$ cat config.mk
export PLATFORM = sky130hd
export DESIGN_NAME = cpu_control_fsm
export DESIGN_NICKNAME = d
export VERILOG_FILES = /design/src/rtl/cpu_control_fsm.sv
export SDC_FILE = /design/constraint.sdc
export NUM_CORES = 1
export LEC_CHECK = 0
export CORE_ASPECT_RATIO = 1.25
export CORE_MARGIN = 2
export CORE_UTILIZATION = 30
export CTS_CLUSTER_SIZE = 28
export DETAILED_ROUTE_END_ITERATION = 7
export GPL_TIMING_DRIVEN = 1
export PLACE_DENSITY_LB_ADDON = 0.08
export SETUP_SLACK_MARGIN = 0.3
export SLEW_MARGIN = 20
export SYNTH_ARGS = -nofsm -noshare
export SYNTH_HDL_FRONTEND = slang
export SYNTH_SLANG_ARGS = --single-unit
export TNS_END_PERCENT = 1
$ cat constraint.sdc
create_clock -name cpu_clk -period 1.7 [get_ports cpu_clk]
set_input_delay 0.34 -clock cpu_clk [delete_from_list [all_inputs] [get_ports cpu_clk]]
set_output_delay 0.34 -clock cpu_clk [all_outputs]
set_load 0.01 [all_outputs]
$ cat src/rtl/cpu_control_fsm.sv
// Multi-cycle control unit for cpu_4bit: sequences fetch/decode/execute/memory/writeback
// and drives every datapath strobe and mux select, with a retired-instruction counter.
package custom_types;
  typedef enum logic [3:0] {
    OP_ADD  = 4'd0,
    OP_SUB  = 4'd1,
    OP_AND  = 4'd2,
    OP_OR   = 4'd3,
    OP_XOR  = 4'd4,
    OP_ADDI = 4'd5,
    OP_SUBI = 4'd6,
    OP_LSLI = 4'd7,
    OP_MOV  = 4'd8,
    OP_MOVI = 4'd9,
    OP_LD   = 4'd10,
    OP_ST   = 4'd11,
    OP_JMP  = 4'd12,
    OP_BEQ  = 4'd13,
    OP_BNE  = 4'd14
  } opcode_t;
endpackage

// state      | meaning
// FETCH      | load IR from instr_mem[pc], pc + 1
// DECODE     | branch resolution, dispatch on live opcode
// EXECUTE    | ALU result captured
// MEM_READ   | data_mem addressed by rs
// MEM_WRITE  | data_mem[rs1] <= rs2
// WRITEBACK  | reg_file[rd] written, zero flag updated for ALU ops
// HALT       | illegal opcode seen; sticky until reset
module cpu_control_fsm
  import custom_types::*;
(
  input  logic        cpu_clk,
  input  logic        cpu_reset_n,
  input  opcode_t     opcode,
  input  logic        zero_flag,
  output logic        ir_load,
  output logic        pc_inc,
  output logic        pc_load,
  output logic        reg_we,
  output logic        zero_we,
  output logic        mem_we,
  output logic        alu_out_load,
  output logic [2:0]  alu_op,
  output logic        alu_b_sel,
  output logic        wb_sel,
  output logic [2:0]  state,
  output logic        instr_done,
  output logic [7:0]  instr_count,
  output logic        halted
);

  typedef enum logic [2:0] {
    S_FETCH     = 3'd0,
    S_DECODE    = 3'd1,
    S_EXECUTE   = 3'd2,
    S_MEM_READ  = 3'd3,
    S_MEM_WRITE = 3'd4,
    S_WRITEBACK = 3'd5,
    S_HALT      = 3'd7
  } state_t;

  localparam logic [2:0] ALU_ADD    = 3'd0;
  localparam logic [2:0] ALU_SUB    = 3'd1;
  localparam logic [2:0] ALU_AND    = 3'd2;
  localparam logic [2:0] ALU_OR     = 3'd3;
  localparam logic [2:0] ALU_XOR    = 3'd4;
  localparam logic [2:0] ALU_LSL    = 3'd5;
  localparam logic [2:0] ALU_PASS_B = 3'd6;

  state_t  state_q;
  state_t  state_d;
  opcode_t op_q;

  function automatic logic [2:0] alu_map(input opcode_t op);
    case (op)
      OP_ADD, OP_ADDI: alu_map = ALU_ADD;
      OP_SUB, OP_SUBI: alu_map = ALU_SUB;
      OP_AND:          alu_map = ALU_AND;
      OP_OR:           alu_map = ALU_OR;
      OP_XOR:          alu_map = ALU_XOR;
      OP_LSLI:         alu_map = ALU_LSL;
      OP_MOV, OP_MOVI: alu_map = ALU_PASS_B;
      default:         alu_map = ALU_ADD;
    endcase
  endfunction

  function automatic logic uses_imm(input opcode_t op);
    uses_imm = (op == OP_ADDI) || (op == OP_SUBI) || (op == OP_LSLI) || (op == OP_MOVI);
  endfunction

  function automatic logic sets_zero(input opcode_t op);
    sets_zero = (op == OP_ADD) || (op == OP_SUB) || (op == OP_AND) || (op == OP_OR) ||
                (op == OP_XOR) || (op == OP_ADDI) || (op == OP_SUBI) || (op == OP_LSLI);
  endfunction

  always_ff @(posedge cpu_clk or negedge cpu_reset_n) begin
    if (!cpu_reset_n) begin
      state_q     <= S_FETCH;
      op_q        <= OP_ADD;
      instr_count <= 8'd0;
    end else begin
      state_q <= state_d;
      if (state_q == S_DECODE) op_q <= opcode;
      if (instr_done) instr_count <= instr_count + 8'd1;
    end
  end

  assign state = state_q;

  always_comb begin
    state_d      = state_q;
    ir_load      = 1'b0;
    pc_inc       = 1'b0;
    pc_load      = 1'b0;
    reg_we       = 1'b0;
    zero_we      = 1'b0;
    mem_we       = 1'b0;
    alu_out_load = 1'b0;
    alu_op       = 3'd0;
    alu_b_sel    = 1'b0;
    wb_sel       = 1'b0;
    instr_done   = 1'b0;
    halted       = 1'b0;
    case (state_q)
      S_FETCH: begin
        ir_load = 1'b1;
        pc_inc  = 1'b1;
        state_d = S_DECODE;
      end
      S_DECODE: begin
        // Branches resolve here against the live IR and flag; no later phase needed.
        case (opcode)
          OP_JMP: begin
            pc_load    = 1'b1;
            instr_done = 1'b1;
            state_d    = S_FETCH;
          end
          OP_BEQ: begin
            pc_load    = zero_flag;
            instr_done = 1'b1;
            state_d    = S_FETCH;
          end
          OP_BNE: begin
            pc_load    = !zero_flag;
            instr_done = 1'b1;
            state_d    = S_FETCH;
          end
          OP_ST:   state_d = S_MEM_WRITE;
          OP_LD:   state_d = S_MEM_READ;
          OP_ADD, OP_SUB, OP_AND, OP_OR, OP_XOR,
          OP_ADDI, OP_SUBI, OP_LSLI, OP_MOV, OP_MOVI:
                   state_d = S_EXECUTE;
          default: state_d = S_HALT;
        endcase
      end
      S_EXECUTE: begin
        alu_out_load = 1'b1;
        alu_op       = alu_map(op_q);
        alu_b_sel    = uses_imm(op_q);
        state_d      = S_WRITEBACK;
      end
      S_MEM_READ: state_d = S_WRITEBACK;
      S_MEM_WRITE: begin
        mem_we     = 1'b1;
        instr_done = 1'b1;
        state_d    = S_FETCH;
      end
      S_WRITEBACK: begin
        reg_we     = 1'b1;
        instr_done = 1'b1;
        wb_sel     = (op_q == OP_LD);
        zero_we    = sets_zero(op_q);
        // LD lands here too; alu_map gives 0 for it, matching the idle value.
        alu_op     = (op_q == OP_LD) ? 3'd0 : alu_map(op_q);
        alu_b_sel  = uses_imm(op_q);
        state_d    = S_FETCH;
      end
      S_HALT: begin
        halted  = 1'b1;
        state_d = S_HALT;
      end
      default: state_d = S_HALT;
    endcase
    // Async reset must silence strobes immediately, not at the next edge.
    if (!cpu_reset_n) begin
      ir_load      = 1'b0;
      pc_inc       = 1'b0;
      pc_load      = 1'b0;
      reg_we       = 1'b0;
      zero_we      = 1'b0;
      mem_we       = 1'b0;
      alu_out_load = 1'b0;
      alu_op       = 3'd0;
      alu_b_sel    = 1'b0;
      wb_sel       = 1'b0;
      instr_done   = 1'b0;
      halted       = 1'b0;
    end
  end

endmodule

==> results of run 1 <==
-- area by class of cell --
type	count	area [µm²]
Clock inverter	1	5.00
Multi-Input combinational cell	72	657
Fill cell	282	1320
Timing Repair Buffer	62	502
Inverter	5	18.8
Tap cell	36	45.0
Sequential cell	15	379
Clock buffer	3	22.5
-- power by group --
part | total, mW | switching (mW) | internal, mW
Clock | 0.200 | 0.113 | 0.0872
Combinational | 1.75 | 0.780 | 0.966
Sequential | 0.667 | 0.160 | 0.507
Total | 2.61 | 1.05 | 1.56
-- routing by layer --
layer | up-vias | GRT usage, % | routed length (µm)
met1 | 432 | 19.0 | 1010
met5 | - | 0 | 0
met3 | 2 | 1.58 | 114
li1 | 454 | - | -
met4 | 0 | 8.65 | 27
met2 | 20 | 28.5 | 1370
-- cell families after synthesis --
| group | count (synthesis) | synth area share, % |
|---|---|---|
| AND/OR/NAND/NOR | 41 | 24.5 |
| AO/OA/AOI/OAI | 11 | 9.25 |
| multiplexers | 5 | 5.90 |
| adder cells (fa/ha/maj) | 5 | 6.70 |
| buffers and inverters | 8 | 4.02 |
| XOR/XNOR | 10 | 9.38 |
| flip-flops | 15 | 40.2 |
-- synthesized netlist by cell type, types with 2 or more instances --
| cell type | instances | area share (%) |
|---|---|---|
| a21oi_1 | 2 | 1.1 |
| nand4_1 | 3 | 2.0 |
| and2_1 | 3 | 2.0 |
| mux2_2 | 4 | 4.8 |
| buf_4 | 2 | 1.6 |
| and3_1 | 2 | 1.3 |
| o21ai_0 | 4 | 2.1 |
| nor3_1 | 6 | 3.2 |
| dfrtp_1 | 15 | 40 |
| xnor2_1 | 8 | 7.5 |
| xor2_1 | 2 | 1.9 |
| nand2_1 | 9 | 3.6 |
| nand2b_1 | 2 | 1.3 |
| nor2_1 | 6 | 2.4 |
| nor3b_1 | 2 | 1.6 |
| inv_1 | 5 | 2.0 |
| nand3_1 | 2 | 1.1 |
| ha_1 | 5 | 6.7 |
| nor4_1 | 2 | 1.3 |
-- stage by stage --
step / cells / power, mW / util, % / TNS [ns]
floorplan: 95 / 1.36 / - / 0
global placement: 185 / 2.09 / 50.6 / -8.70
detailed placement: 185 / 2.11 / 50.6 / -9.13
CTS: 193 / 2.47 / 53.3 / -1.23
global route: 194 / 2.83 / 55.3 / -1.96
finish: 194 / 2.61 / 55.3 / -1.17
-- sequential cells by signal, indices dropped and copies added (netlist names) --
register / cells
op_q: 4
instr_count: 8
state: 3
-- worst paths after layout --
kind	from	endpoint	slack, ns
hold reg to reg	instr_count[7]$_DFFE_PN0P_	instr_count[7]$_DFFE_PN0P_	0.48
max in group asynchronous	cpu_reset_n	op_q[1]$_DFFE_PN0P_	1.18
setup / recovery	op_q[1]$_DFFE_PN0P_	alu_b_sel	-0.23
setup reg to reg	state[1]$_DFF_PN0_	instr_count[1]$_DFFE_PN0P_	0.10
min in group cpu_clk	instr_count[7]$_DFFE_PN0P_	instr_count[7]$_DFFE_PN0P_	0.48
hold / removal	cpu_reset_n	state[0]$_DFF_PN0_	0.31
-- worst register-to-register path: stages (launching register included) --
cell,delay [ns]
dfrtp_1,0.41
buf_6,0.16
nand4b_4,0.19
o32ai_4,0.23
buf_4,0.20
mux2_4,0.30
-- timing repair --
| action | in CTS | in global routing |
|---|---|---|
| cloned | 0 | 0 |
| endpoints found under the setup margin | 33 | 28 |
| gates resized for setup | 97 | 20 |
| pin swaps | 7 | 4 |
| buffers inserted | 4 | 1 |
==> out/qor.csv, run 1 <==
metric,value,unit
outcome,"finished, violations left",
violations,negative setup slack,
grt-ovfl-total,0,
port-buffer-count,31,
max_freq,0.518,GHz
synth-edff-count,0,
grt_use_total,16.4,%
path_clk_slew,0.09,ns
syn_area,933,µm²
areaGrowthSynthToFinish,74.5,%
cts.htree.levels,1,
period_share,114,%
clock_skew,0.00142,ns
ys_seq_elements,15,
synthArstFlopShare,100,%
antenna_found_initial,0,
cp.arrival,1.59,ns
postRouteAntennaNets,0,
routed_wl,2.53,mm
place_hpwl,1.87,mm
drtIter0Drc,12,
place_area,1490,µm²
gp_congestion,0.707,
grt_pass1_vias,919,
placeableCoreArea,2950,µm²
drv_slew,0,
power_density,1600,nW/µm²
ioPinCount,32,
path_delay_family,flip-flops,
yosys_warnings,0,
cts.sinks,15,
fp.dieW,53.9,µm
cp_num_buf_inv,2,
p_leak,0.776,nW
antenna_cells,0,
dieArea,3580,µm²
final_common_cell,buf_4,
critical_path_required,1.36,ns
rows,22,
cts_hold_buffers,0,
synth_fp_nets,107,
ys_seq_area_share,40.2,%
post-place-ws,-0.689,ns
initial_core_util,31.7,%
drc_errors,0,
worstMarginPinSlew,0.314,ns
finalSetupViolCount,8,
max-slew-margin-rel,79.1,%
postSynthCellCount,95,
crit_cells,7,
cp_max_fo,4,
grt_pass1_wl,4.17,mm
r2r_cells,5,
cts_tree,yes,
start_kind,register,
cpMostUsedCell,nor2_1,
insertion_delay,0.28,ns
worstPathCellList,buf_6 -> ha_4 -> o31ai_4 -> nor2_1 -> a21oi_1 -> nor2_1 -> buf_2,
hold_ws,0.310,ns
fin_crit,1.93,ns
rsz0062_at_grt,yes,
slowest_delay,0.45,ns
grt_max_degree,13,
maxCapViolations,0,
drtPass1Iterations,2,
cts-root-buf,clkbuf_4,
drive_above_1_share,55.7,%
clockBufferDepth,2,
syn_area_per_cell,9.83,µm²
nets,171,
peakVddDrop,829,µV
final_cell_area,1630,µm²
synth.distinct_cells,30,
fin_ws,-0.232,ns
layout_common_cells,"24 x buf_4, 13 x buf_2, 12 x dfrtp_1",
synthFlopType,dfrtp_1,
critPathSlowestCell,dfrtp_2,
cts_buffers,3,
crit_type,register to primary output,
hold_class,primary input to asynchronous set/reset pin,
die_y,66.4,µm
end_kind,primary output,
via_per_inst,4.68,
vias,908,
timing_hold_violations_final,0,
wl_per_cell,13.0,µm
Power figures use the tool's default switching activity.
==> run 2, diff against run 1 <==
CORE_MARGIN = 3   (was 2)
CORE_UTILIZATION = 40   (was 30)
REMOVE_ABC_BUFFERS = 1   (was default)
==> out/qor.csv, run 2 (synthesis gave the netlist of run 1 again) <==
metric,value,unit,change
hold_ws,0.327,ns,+0.0164 ns
nets,167,,-2.3%
vias,902,,-0.66%
regMostFlops,instr_count,,
port-buffer-count,31,,unchanged
grt_use_total,18.3,%,+1.9 points
path_clk_slew,0.09,ns,about the same
drtPass1Iterations,4,,+2
rows,18,,-18%
post-route-util,75.9,%,+21 points
cts_tree,yes,,
antenna_cells,0,,unchanged
p_int,1.52,mW,-2.7%
peakVddDrop,979,µV,+18%
postRouteAntennaNets,0,,unchanged
placeableCoreArea,2090,µm²,-29%
outcome,"finished, violations left",,
final_cell_area,1590,µm²,-2.4%
grt_max_degree,13,,unchanged
timing_hold_violations_final,0,,unchanged
slowest_delay,0.40,ns,-0.05 ns
fillers,168,,-40%
hold_class,primary input to asynchronous set/reset pin,,
critPathSlowestCell,dfrtp_1,,
cpMostUsedCell,nor2_1,,
path_delay_family,flip-flops,,
max_freq,0.516,GHz,-0.22%
place_hpwl,1.86,mm,-0.30%
worstMarginPinSlew,0.343,ns,+0.0293 ns
cts.htree.levels,1,,unchanged
layout_common_cells,"19 x buf_4, 13 x buf_2, 11 x dfrtp_1",,
post-place-ws,-0.711,ns,-0.0218 ns
multi_input_area,667,µm²,+1.5%
routed_wl,2.60,mm,+2.8%
drv_slew,0,,unchanged
maxCapViolations,0,,unchanged
power_density,1620,nW/µm²,+1.2%
cts.sinks,15,,unchanged
fp.dieW,49.2,µm,-8.7%
drive_above_1_share,53.2,%,-2.4 points
worstPathCellList,buf_6 -> ha_4 -> o31ai_4 -> nor2_1 -> a21oi_1 -> nor2_1 -> buf_2,,
period_share,114,%,+0.25 points
die_y,60.0,µm,-9.6%
cts_buffers,3,,unchanged
cts-root-buf,clkbuf_4,,
wl_per_cell,14.1,µm,+8.4%
grt_pass1_vias,944,,+2.7%
fin_crit,1.94,ns,+0.00431 ns
cp.arrival,1.60,ns,about the same
violations,negative setup slack,,
crit_type,register to primary output,,
cp_num_buf_inv,2,,unchanged
insertion_delay,0.28,ns,about the same
finalSetupViolCount,9,,+1
max-slew-margin-rel,77.1,%,-2.0 points
rsz0062_at_grt,yes,,
cp_max_fo,3,,-1
clockBufferDepth,2,,unchanged
areaGrowthSynthToFinish,70.4,%,
netSwitchingFraction,41.2,%,+0.89 points
grt_pass1_wl,4.11,mm,-1.7%
drc_errors,0,,unchanged
fin_ws,-0.237,ns,-0.00431 ns
dieArea,2950,µm²,-17%
power.switching,1.06,mW,+1.0%
end_kind,primary output,,
largest_register_ffs,8,,unchanged
start_kind,register,,
initial_core_util,44.6,%,+13 points
critical_path_required,1.36,ns,about the same
seq_area,380,µm²,+0.33%
p_seq_share,26.1,%,+0.6 points
clock_skew,0.00514,ns,+0.00372 ns
antenna_found_initial,0,,unchanged
pwr-share-clk,7.8,%,about the same
drtIter0Drc,18,,+6
ioPinCount,32,,unchanged
final_common_cell,buf_4,,
place_area,1440,µm²,-3.2%
combPwrFrac,66.1,%,-0.7 points
gp_congestion,0.769,,+8.8%
grt-ovfl-total,0,,unchanged
cts_hold_buffers,0,,unchanged
via_per_inst,4.90,,+4.7%
p_leak,0.752,nW,-3.1%
-- run 2: path summary, 6_finish.rpt --
path | start | to | slack (ns) | depth (start not counted)
worst min-delay path | cpu_reset_n | state[1]$_DFF_PN0_ | 0.33 | 2
worst max-delay path | op_q[0]$_DFFE_PN0P_ | alu_b_sel | -0.24 | 7
min in group cpu_clk | instr_count[7]$_DFFE_PN0P_ | instr_count[7]$_DFFE_PN0P_ | 0.47 | 1
max in group asynchronous | cpu_reset_n | op_q[1]$_DFFE_PN0P_ | 1.15 | 2
worst min register to register | instr_count[7]$_DFFE_PN0P_ | instr_count[7]$_DFFE_PN0P_ | 0.47 | 1
worst max register to register | state[0]$_DFF_PN0_ | instr_count[1]$_DFFE_PN0P_ | 0.10 | 6
-- run 2: metrics by stage --
step / TNS (ns) / instances / total power, mW
floorplan: -0.0899 / 92 / 1.28
global placement: -8.53 / 177 / 2.00
detailed placement: -9.45 / 177 / 2.03
CTS: -1.35 / 184 / 2.37
global route: -1.83 / 184 / 2.78
finish: -1.08 / 184 / 2.58
-- run 2: layer usage --
metal	wire length (µm)	up-vias	track usage, %
met4	49	0	9.76
met5	0	-	0
met3	109	6	3.74
li1	-	444	-
met2	1410	23	36.6
met1	1030	429	17.3
-- run 2: final cells by class --
class	count	share of cell area, %
multi-input combinational	72	41.9
timing repair buffer	58	28.8
sequential	15	23.9
tap	30	2.36
clock buffer	4	1.65
inverter	5	1.34
-- run 2: power by group through the flow --
stage	sequential [mW]	combinational (mW)	clock, mW
floorplan	0.738	0.544	0
global placement	0.631	1.37	0
finish	0.674	1.71	0.203
global route	0.700	1.86	0.223
CTS	0.641	1.53	0.207
detailed placement	0.637	1.40	0
-- run 2: repair_timing --
| action | in CTS | in global routing |
|---|---|---|
| endpoints found under the setup margin | 35 | 30 |
| pin swaps | 6 | 10 |
| setup buffers | 3 | 0 |
| gates resized for setup | 94 | 26 |
